File: config.mk
export PLATFORM = sky130hd
export DESIGN_NAME = current_sense_spi
export DESIGN_NICKNAME = d
export VERILOG_FILES = /design/src/rtl/current_sense_pkg.sv /design/src/rtl/current_avg4.sv /design/src/rtl/current_sense_spi.sv
export SDC_FILE = /design/constraint.sdc
export NUM_CORES = 1
export LEC_CHECK = 0
export ABC_AREA = 1
export ABC_CLOCK_PERIOD_IN_PS = 1800
export CORE_ASPECT_RATIO = 1.2
export CORE_MARGIN = 3
export CORE_UTILIZATION = 41
export CTS_BUF_LIST = sky130_fd_sc_hd__clkbuf_2
export DETAILED_ROUTE_END_ITERATION = 10
export HOLD_SLACK_MARGIN = 0.08
export PLACE_DENSITY = 0.73
export SKIP_CTS_REPAIR_TIMING = 1
export SLEW_MARGIN = 25
export SYNTH_ARGS = -nofsm -noshare
export SYNTH_HDL_FRONTEND = slang
export SYNTH_SLANG_ARGS = --single-unit
File: constraint.sdc
create_clock -name CLK -period 1.8 [get_ports CLK]
set_input_delay 0.54 -clock CLK [delete_from_list [all_inputs] [get_ports CLK]]
set_output_delay 0.54 -clock CLK [all_outputs]
set_load 0.005 [all_outputs]
File: src/rtl/current_sense_pkg.sv
// Shared types and constants for the phase-current SPI reader.
package current_sense_pkg;

  localparam int unsigned FRAME_BITS = 16;
  localparam int unsigned NUM_CH     = 3;

  typedef logic [1:0] ch_t;

  typedef enum logic [1:0] {
    StIdle,
    StSelect,
    StShift,
    StDeselect
  } state_e;

  function automatic ch_t next_ch(ch_t ch);
    return (ch == ch_t'(NUM_CH - 1)) ? ch_t'(0) : ch + ch_t'(1);
  endfunction

  // Active-low select pattern with only the bit for ch cleared.
  function automatic logic [NUM_CH-1:0] cs_mask(ch_t ch);
    return ~(NUM_CH'(1) << ch);
  endfunction

endpackage

File: src/rtl/current_avg4.sv
// Four-sample running average for one phase: history of raw words and 18-bit sum.
module current_avg4
  import current_sense_pkg::*;
(
  input  logic                  CLK,
  input  logic                  reset,
  input  logic                  load,
  input  logic [FRAME_BITS-1:0] din,
  output logic [FRAME_BITS-1:0] dout
);

  logic [3:0][FRAME_BITS-1:0] hist_q, hist_d;
  logic [FRAME_BITS-1:0]      dout_q, dout_d;
  logic [FRAME_BITS+1:0]      sum;

  always_comb begin
    hist_d = hist_q;
    dout_d = dout_q;
    sum    = '0;
    if (load) begin
      hist_d = {hist_q[2:0], din};
      sum    = (FRAME_BITS+2)'(hist_d[0]) + (FRAME_BITS+2)'(hist_d[1]) +
               (FRAME_BITS+2)'(hist_d[2]) + (FRAME_BITS+2)'(hist_d[3]);
      dout_d = sum[FRAME_BITS+1:2];
    end
  end

  always_ff @(posedge CLK) begin
    if (reset) begin
      hist_q <= '0;
      dout_q <= '0;
    end else begin
      hist_q <= hist_d;
      dout_q <= dout_d;
    end
  end

  assign dout = dout_q;

endmodule

File: src/rtl/current_sense_spi.sv
// Round-robin SPI master reading three phase-current ADCs (CPOL=1, MSB first).
// Define CURRENT_AVG_EN to report a four-sample average instead of raw words.
module current_sense_spi
  import current_sense_pkg::*;
#(
  parameter int unsigned CLK_DIV  = 8,
  parameter int unsigned CS_SETUP = 4,
  parameter int unsigned GAP      = 8
) (
  input  logic                  CLK,
  input  logic                  reset,
  input  logic                  enable,
  input  logic                  miso,
  output logic                  sck,
  output logic [NUM_CH-1:0]     ss_n,
  output logic [FRAME_BITS-1:0] current_phase1,
  output logic [FRAME_BITS-1:0] current_phase2,
  output logic [FRAME_BITS-1:0] current_phase3,
  output logic [NUM_CH-1:0]     sample_valid
);

  localparam int unsigned BitW = $clog2(FRAME_BITS);

  state_e                state_q, state_d;
  ch_t                   ch_q, ch_d;
  logic [7:0]            cnt_q, cnt_d;
  logic [BitW-1:0]       bit_q, bit_d;
  logic                  sck_q, sck_d;
  logic [NUM_CH-1:0]     ss_n_q, ss_n_d;
  logic [FRAME_BITS-1:0] shreg_q, shreg_d;
  logic [1:0]            sync_q, sync_d;
  logic [NUM_CH-1:0]     valid_q, valid_d;

  always_comb begin
    state_d = state_q;
    ch_d    = ch_q;
    cnt_d   = cnt_q + 8'd1;
    bit_d   = bit_q;
    sck_d   = sck_q;
    ss_n_d  = ss_n_q;
    shreg_d = shreg_q;
    sync_d  = {sync_q[0], miso};
    valid_d = '0;
    unique case (state_q)
      StIdle: begin
        sck_d  = 1'b1;
        ss_n_d = '1;
        cnt_d  = '0;
        if (enable) begin
          state_d = StSelect;
          ss_n_d  = cs_mask(ch_q);
        end
      end
      StSelect: begin
        if (cnt_q == 8'(CS_SETUP - 1)) begin
          state_d = StShift;
          sck_d   = 1'b0;
          cnt_d   = '0;
          bit_d   = '0;
        end
      end
      StShift: begin
        if (cnt_q == 8'(CLK_DIV - 1)) begin
          cnt_d = '0;
          if (!sck_q) begin
            // Rising SCK edge: capture the synchronized data bit.
            sck_d   = 1'b1;
            shreg_d = {shreg_q[FRAME_BITS-2:0], sync_q[1]};
          end else if (bit_q == BitW'(FRAME_BITS - 1)) begin
            state_d = StDeselect;
            ss_n_d  = '1;
            valid_d = ~cs_mask(ch_q);
          end else begin
            sck_d = 1'b0;
            bit_d = bit_q + BitW'(1);
          end
        end
      end
      StDeselect: begin
        if (cnt_q == 8'(GAP - 1)) begin
          cnt_d = '0;
          ch_d  = next_ch(ch_q);
          if (enable) begin
            state_d = StSelect;
            ss_n_d  = cs_mask(next_ch(ch_q));
          end else begin
            state_d = StIdle;
          end
        end
      end
      default: state_d = StIdle;
    endcase
  end

  always_ff @(posedge CLK) begin
    if (reset) begin
      state_q <= StIdle;
      ch_q    <= '0;
      cnt_q   <= '0;
      bit_q   <= '0;
      sck_q   <= 1'b1;
      ss_n_q  <= '1;
      shreg_q <= '0;
      sync_q  <= '0;
      valid_q <= '0;
    end else begin
      state_q <= state_d;
      ch_q    <= ch_d;
      cnt_q   <= cnt_d;
      bit_q   <= bit_d;
      sck_q   <= sck_d;
      ss_n_q  <= ss_n_d;
      shreg_q <= shreg_d;
      sync_q  <= sync_d;
      valid_q <= valid_d;
    end
  end

  assign sck          = sck_q;
  assign ss_n         = ss_n_q;
  assign sample_valid = valid_q;

`ifdef CURRENT_AVG_EN
  current_avg4 u_avg_ph1 (
    .CLK  (CLK),
    .reset(reset),
    .load (valid_d[0]),
    .din  (shreg_q),
    .dout (current_phase1)
  );
  current_avg4 u_avg_ph2 (
    .CLK  (CLK),
    .reset(reset),
    .load (valid_d[1]),
    .din  (shreg_q),
    .dout (current_phase2)
  );
  current_avg4 u_avg_ph3 (
    .CLK  (CLK),
    .reset(reset),
    .load (valid_d[2]),
    .din  (shreg_q),
    .dout (current_phase3)
  );
`else
  logic [NUM_CH-1:0][FRAME_BITS-1:0] phase_q, phase_d;

  always_comb begin
    phase_d = phase_q;
    for (int i = 0; i < int'(NUM_CH); i++) begin
      if (valid_d[i]) phase_d[i] = shreg_q;
    end
  end

  always_ff @(posedge CLK) begin
    if (reset) phase_q <= '0;
    else       phase_q <= phase_d;
  end

  assign current_phase1 = phase_q[0];
  assign current_phase2 = phase_q[1];
  assign current_phase3 = phase_q[2];
`endif

endmodule

==> impl_metrics.yaml, run 1 <==
yosys:
  seq_area_frac_synth_pct: 49.89
  synthesis.nets: 456
  syn_inst: 446
  yosys_warnings: 0
  synth.avg_cell_area_um2: 8.007
  ys_seq_elements: 89
  synth_area_leader_cell: "dfxtp_1"
  netlist.area_leader.share_pct: 49.89
  synth.lib_cells_used.distinct: 37
  yosys-top-cells-area: "dfxtp_1 50%, o21ai_0 9.0%, a21oi_1 7.3%"
  syn_area_um2: 3571
final_layout:
  area_delta_synth_final_pct: 36.76
  fin_nets: 530
  layout.cells.most_common: "nor2_1"
  fin_util_pct: 58.92
  fillerInstances: 749
  stdcell_area_um2: 4883
  antenna_cells: 0
  final_cell_mix: "66 x nor2_1, 62 x o21ai_0, 56 x dfxtp_2"
  final_cells: 639
  layout-drive-gt1-share_pct: 24.57
sta:
  finalWorstSetupSlack_ns: -0.01863
  hold_viol: 0
  fmax_mhz: 549.9
  finalCritPeriodShare_pct: 101.0
  finalMaxSlewViolations: 0
  worst_slew_pin_slew_ns: 0.3257
  finalSetupTns_ns: -0.01863
  relSlewSlack_pct: 78.21
  skew_ns: 0.04024
  setup_viol: 1
  layout_min_cycle_time_ns: 1.819
outcome:
  status: "finished, violations left"
  violations: "setup timing"
clock_tree:
  cts_buffer_depth: 2
  clk_pin_slew_ns: 0.23
  cts_root_buf: "clkbuf_2"
  clock-sinks: 89
  cts_tree: "built"
  htree_levels: 3
  numCtsBuffers: 9
  clkLatencyLatePin_ns: 0.56
placed_design:
  placedInstanceArea_um2: 4333
  dp.cells: 611
  globalplace.congestion: 0.8512
  dp_hpwl_mm: 5.389
  port_buffers: 58
die:
  die_x_um: 91.20
  placementRows: 36
  dieArea_um2: 9870
  io_pins: 59
  die_h_um: 108.2
  coreArea_um2: 8288
  floorplan.initialDensity_pct: 43.09
setup_path:
  ff2ff_path_depth: 9
  regToRegStartpoint: "bit_q[0]$_SDFFE_PP0P_"
  max_stage_delay_ns: 0.39
  start_kind: "flop"
  crit_chain: "ha_2 -> nand2_2 -> nor2_8 -> buf_6 -> nand4_4 -> nor2_4 -> clkbuf_16 -> o21ai_0 -> a21oi_1"
  crit_path_start: "bit_q[0]$_SDFFE_PP0P_"
  worstPathRequired_ns: 2.30
  cp-end-kind: "flop"
  worst-path-stages: 9
  critPathMaxFanout: 8
  critPathKind: "reg -> reg"
  crit_slowest_cell: "dfxtp_2"
  crit_buf_inv: 2
  rr_endpoint: "current_phase3[5]$_SDFFE_PP0P_"
  r2r_slack_ns: -0.02
  arrival_ns: 2.32
  cp_top_family: "simple AND/OR/NAND/NOR gates"
  crit_path_end: "current_phase3[5]$_SDFFE_PP0P_"
route:
  first_pass_iters: 5
  ant_nets: 0
  vias: 3180
  drc: 0
  drtIter0Drc: 191
  drt-wirelength-per-cell_um: 13.53
  viasPerCell: 4.977
  routed_wl_mm: 8.643
min_path:
  hold_class: "reg -> reg"
global_routing:
  antenna_found_initial: 0
  grt_pass1_wl_mm: 12.90
  grt_usage_pct: 16.05
  grt_pass1_vias: 2859
  overflow: 0
  grt_max_degree: 73
pwr:
  p_leak_nw: 2.896
  finalPower_mw: 3.969
  ir_worst_vdd_v: 0.0006158
  power.density_nw_per_um2: 812.7
run:
  maxCapViolCount: 0
-- final cells by class --
type / instances / area, um2 / area share (%)
clock buffers: 12 / 60.06 / 1.230
repair buffers: 83 / 1016 / 20.80
inverters: 56 / 210.2 / 4.304
multi-input cells: 281 / 1538 / 31.49
clock inverters: 4 / 53.80 / 1.102
well taps: 114 / 142.6 / 2.921
flip-flops and latches: 89 / 1863 / 38.15
-- report_power, final --
| group | internal, mW | total (mW) | switching, mW |
|---|---|---|---|
| clock network | 0.339 | 0.996 | 0.657 |
| logic | 0.345 | 0.860 | 0.514 |
| registers | 2.06 | 2.11 | 0.0543 |
| total | 2.74 | 3.97 | 1.23 |
-- metal layers --
metal	wire length (um)	vias up	GRT usage, %
li1	-	1601	-
met1	3713	1473	19.12
met2	4347	90	27.62
met3	437	16	3.827
met4	144	0	7.004
met5	0	-	0
-- worst min-delay path, delay by kind of cell, from the launching register on --
family,cells,cell delay [ns]
buffers and inverters,1,0.04
DFF,1,0.34
and+or+nand+nor,1,0.03
-- synth_stat cells (all sizes together) --
master	n
o21ai	68
o22ai	3
clkinv	1
buf	12
a211oi	3
inv	55
a31o	1
nor3b	1
nor2	75
a21oi	53
nor3	4
o211ai	1
nand2	37
clkbuf	9
nand3b	4
a31oi	1
dfxtp	89
nand3	14
xor2	3
ha	6
nand4	3
xnor2	2
or2	1
-- worst min path at each step --
stage / from / to / slack (ns) / cells past startpoint
finish: sync_q[0]$_SDFF_PP0_ / sync_q[1]$_SDFF_PP0_ / 0.42 / 2
global route: sync_q[0]$_SDFF_PP0_ / sync_q[1]$_SDFF_PP0_ / 0.45 / 2
CTS: sync_q[0]$_SDFF_PP0_ / sync_q[1]$_SDFF_PP0_ / 0.43 / 2
detailed placement: sync_q[0]$_SDFF_PP0_ / sync_q[1]$_SDFF_PP0_ / 0.40 / 2
global placement: sync_q[0]$_SDFF_PP0_ / sync_q[1]$_SDFF_PP0_ / 0.40 / 2
floorplan: sync_q[0]$_SDFF_PP0_ / sync_q[1]$_SDFF_PP0_ / 0.39 / 2
-- registers in the layout (all words and copies together) (netlist names) --
register and flops:
ss_n 3, sync_q 2, shreg_q 16, bit_q 4
cnt_q 8, sample_valid 3, current_phase1 16, ch_q 2
current_phase3 16, sck 1, state_q 2, current_phase2 16
-- logic make-up (layout without fill, tap and decap cells) --
group | count (synthesis) | count (layout) | share of synthesized area (%)
and+or+nand+nor | 139 | 140 | 19.13
buffers and inverters | 77 | 155 | 8.795
xor gates and xnor gates | 5 | 5 | 1.227
DFF | 89 | 89 | 49.89
AOI/OAI and AO/OA | 130 | 130 | 18.85
adders and majority gates | 6 | 6 | 2.102
-- through the flow --
| stage | hold WS [ns] | setup WS (ns) |
|---|---|---|
| 2_1_floorplan | 0.3883 | 0.1690 |
| 3_3_place_gp | 0.3962 | 0.09690 |
| 3_5_place_dp | 0.4048 | 0.05364 |
| 4_1_cts | 0.4280 | -0.3631 |
| 5_1_grt | 0.4536 | -0.1121 |
| 6_report | 0.4230 | -0.01863 |
(Power assumes the default switching activity.)
==> run 2, diff against run 1 <==
--- a/config.mk
+++ b/config.mk
@@ -6,7 +6,7 @@
 export NUM_CORES = 1
 export LEC_CHECK = 0
 export ABC_AREA = 1
-export ABC_CLOCK_PERIOD_IN_PS = 1800
+export ABC_CLOCK_PERIOD_IN_PS = 2250
 export CORE_ASPECT_RATIO = 1.2
 export CORE_MARGIN = 3
 export CORE_UTILIZATION = 41
==> constraint.sdc (replaced) <==
create_clock -name CLK -period 2.25 [get_ports CLK]
set_input_delay 0.675 -clock CLK [delete_from_list [all_inputs] [get_ports CLK]]
set_output_delay 0.675 -clock CLK [all_outputs]
set_load 0.005 [all_outputs]
==> run 2 against run 1 <==
Effect of this change: the run now ends clean; wire length decreased by 17%; clock power decreased by 25%; flip-flop and latch count unchanged; largest cell class unchanged; largest power group unchanged; highest routed layer unchanged.
==> impl_metrics.yaml, run 2 (synthesized netlist as in run 1, its figures left out) <==
pwr:
  ir_worst_vdd_v: 0.0004431
  pwr-share-clk_pct: 24.6
  comb_power_share_pct: 20.4
  netSwitchingFraction_pct: 33.14
  net-switching-power_mw: 1.010
  pwr-share-seq_pct: 55.0
  p_leak_nw: 1.735
  power.density_nw_per_um2: 700.3
  p_int_mw: 2.038
  finalPower_mw: 3.048
placed_design:
  globalplace.congestion: 0.8458
  port_buffers: 58
  dp_hpwl_mm: 5.120
  placedInstanceArea_um2: 4248
min_path:
  hold_class: "reg -> reg"
setup_path:
  cp_top_family: "buffers and inverters"
  arrival_ns: 1.48
  r2r_slack_ns: 0.31
  crit_slowest_cell: "clkdlybuf4s50_1"
  critPathKind: "reg -> out"
  critPathMaxFanout: 2
  crit_buf_inv: 1
  crit_chain: "clkdlybuf4s50_1"
  max_stage_delay_ns: 0.51
  cp-end-kind: "primary output"
  worstPathRequired_ns: 1.57
  start_kind: "flop"
die:
  die_x_um: 91.20
  placementRows: 36
  die_h_um: 108.2
  coreArea_um2: 8288
  io_pins: 59
  floorplan.initialDensity_pct: 43.09
  dieArea_um2: 9870
global_routing:
  antenna_found_initial: 0
  grt_pass1_vias: 2724
  grt_pass1_wl_mm: 12.28
  grt_max_degree: 66
  overflow: 0
  grt_usage_pct: 15.32
final_layout:
  layout-drive-gt1-share_pct: 8.515
  area_delta_synth_final_pct: 21.90
  fin_nets: 510
  stdcell_area_um2: 4353
  layout.cells.most_common: "dfxtp_1"
  final_cell_mix: "89 x dfxtp_1, 68 x nor2_1, 64 x o21ai_0"
  antenna_cells: 0
route:
  first_pass_iters: 5
  ant_nets: 0
  routed_wl_mm: 7.192
  vias: 2959
  drtIter0Drc: 139
  drt-wirelength-per-cell_um: 11.62
  viasPerCell: 4.780
  drc: 0
sta:
  finalMaxSlewViolations: 0
  worst_slew_pin_slew_ns: 0.5517
  finalSetupTns_ns: 0
  skew_ns: 0.04017
  layout_min_cycle_time_ns: 2.156
  whs_ns: 0.4243
  hold_viol: 0
  finalCritPeriodShare_pct: 95.80
  rsz0062_at_grt: "false"
  setup_viol: 0
  fmax_mhz: 463.9
  relSlewSlack_pct: 63.09
clock_tree:
  clk_pin_slew_ns: 0.29
  cts_root_buf: "clkbuf_2"
  clkLatencyLatePin_ns: 0.56
  clock-sinks: 89
  numCtsBuffers: 9
  cts_tree: "built"
  htree_levels: 3
  cts_buffer_depth: 2
outcome:
  status: "completed"
run:
  maxCapViolCount: 0
==> run 2: changes by cell type in the layout (fill, tap and decap cells not counted), moves of 3 or more <==
cell and delta:
clkbuf_2 -3, dfxtp_1 +59, buf_12 -3, dfxtp_4 -3, clkdlybuf4s50_1 +55, dlymetal6s2s_1 -55, dfxtp_2 -56, buf_4 -11
ha_1 +3, clkbuf_16 -3
==> run 2: worst paths after layout <==
path,start,end,cells after the start
worst max register to register,state_q[0]$_SDFFE_PP0P_,bit_q[1]$_SDFFE_PP0P_,9
worst min-delay path,sync_q[0]$_SDFF_PP0_,sync_q[1]$_SDFF_PP0_,2
worst max-delay path,current_phase2[12]$_SDFFE_PP0P_,current_phase2[12],1
worst min register to register,sync_q[0]$_SDFF_PP0_,sync_q[1]$_SDFF_PP0_,2
==> run 2: per-stage QoR <==
step | utilization (%) | setup slack [ns] | cells
2_1_floorplan | - | 0.6190 | 446
3_3_place_gp | 51.25 | 0.3342 | 603
3_5_place_dp | 51.25 | 0.2616 | 603
4_1_cts | 52.52 | 0.06134 | 619
5_1_grt | 52.52 | 0.002292 | 619
6_report | 52.52 | 0.09449 | 619
==> run 2: layout make-up <==
| class | count | area (um2) |
|---|---|---|
| fill | 843 | 3935 |
| sequential | 89 | 1782 |
| multi-input combinational | 280 | 1475 |
| timing repair buffer | 64 | 638.1 |
| inverter | 56 | 210.2 |
| tap | 114 | 142.6 |
| clock inverter | 7 | 60.06 |
| clock buffer | 9 | 45.04 |
==> run 2: power by group through the flow <==
stage                     combinational [mW]  clock, mW  sequential, mW
after floorplan                        0.472          0            1.70
after global placement                 0.607          0            1.70
after detailed placement               0.621          0            1.71
after CTS                              0.626      0.768            1.68
after global routing                   0.725      0.827            1.68
final                                  0.622      0.751            1.68
==> run 2: per-layer routing <==
| layer | GRT usage, % | part of all wire (%) | up-vias |
|---|---|---|---|
| li1 | - | - | 1567 |
| met1 | 18.54 | 47 | 1319 |
| met2 | 26.25 | 48 | 65 |
| met3 | 3.758 | 4.0 | 8 |
| met4 | 6.034 | 1.4 | 0 |
| met5 | 0 | 0 | - |
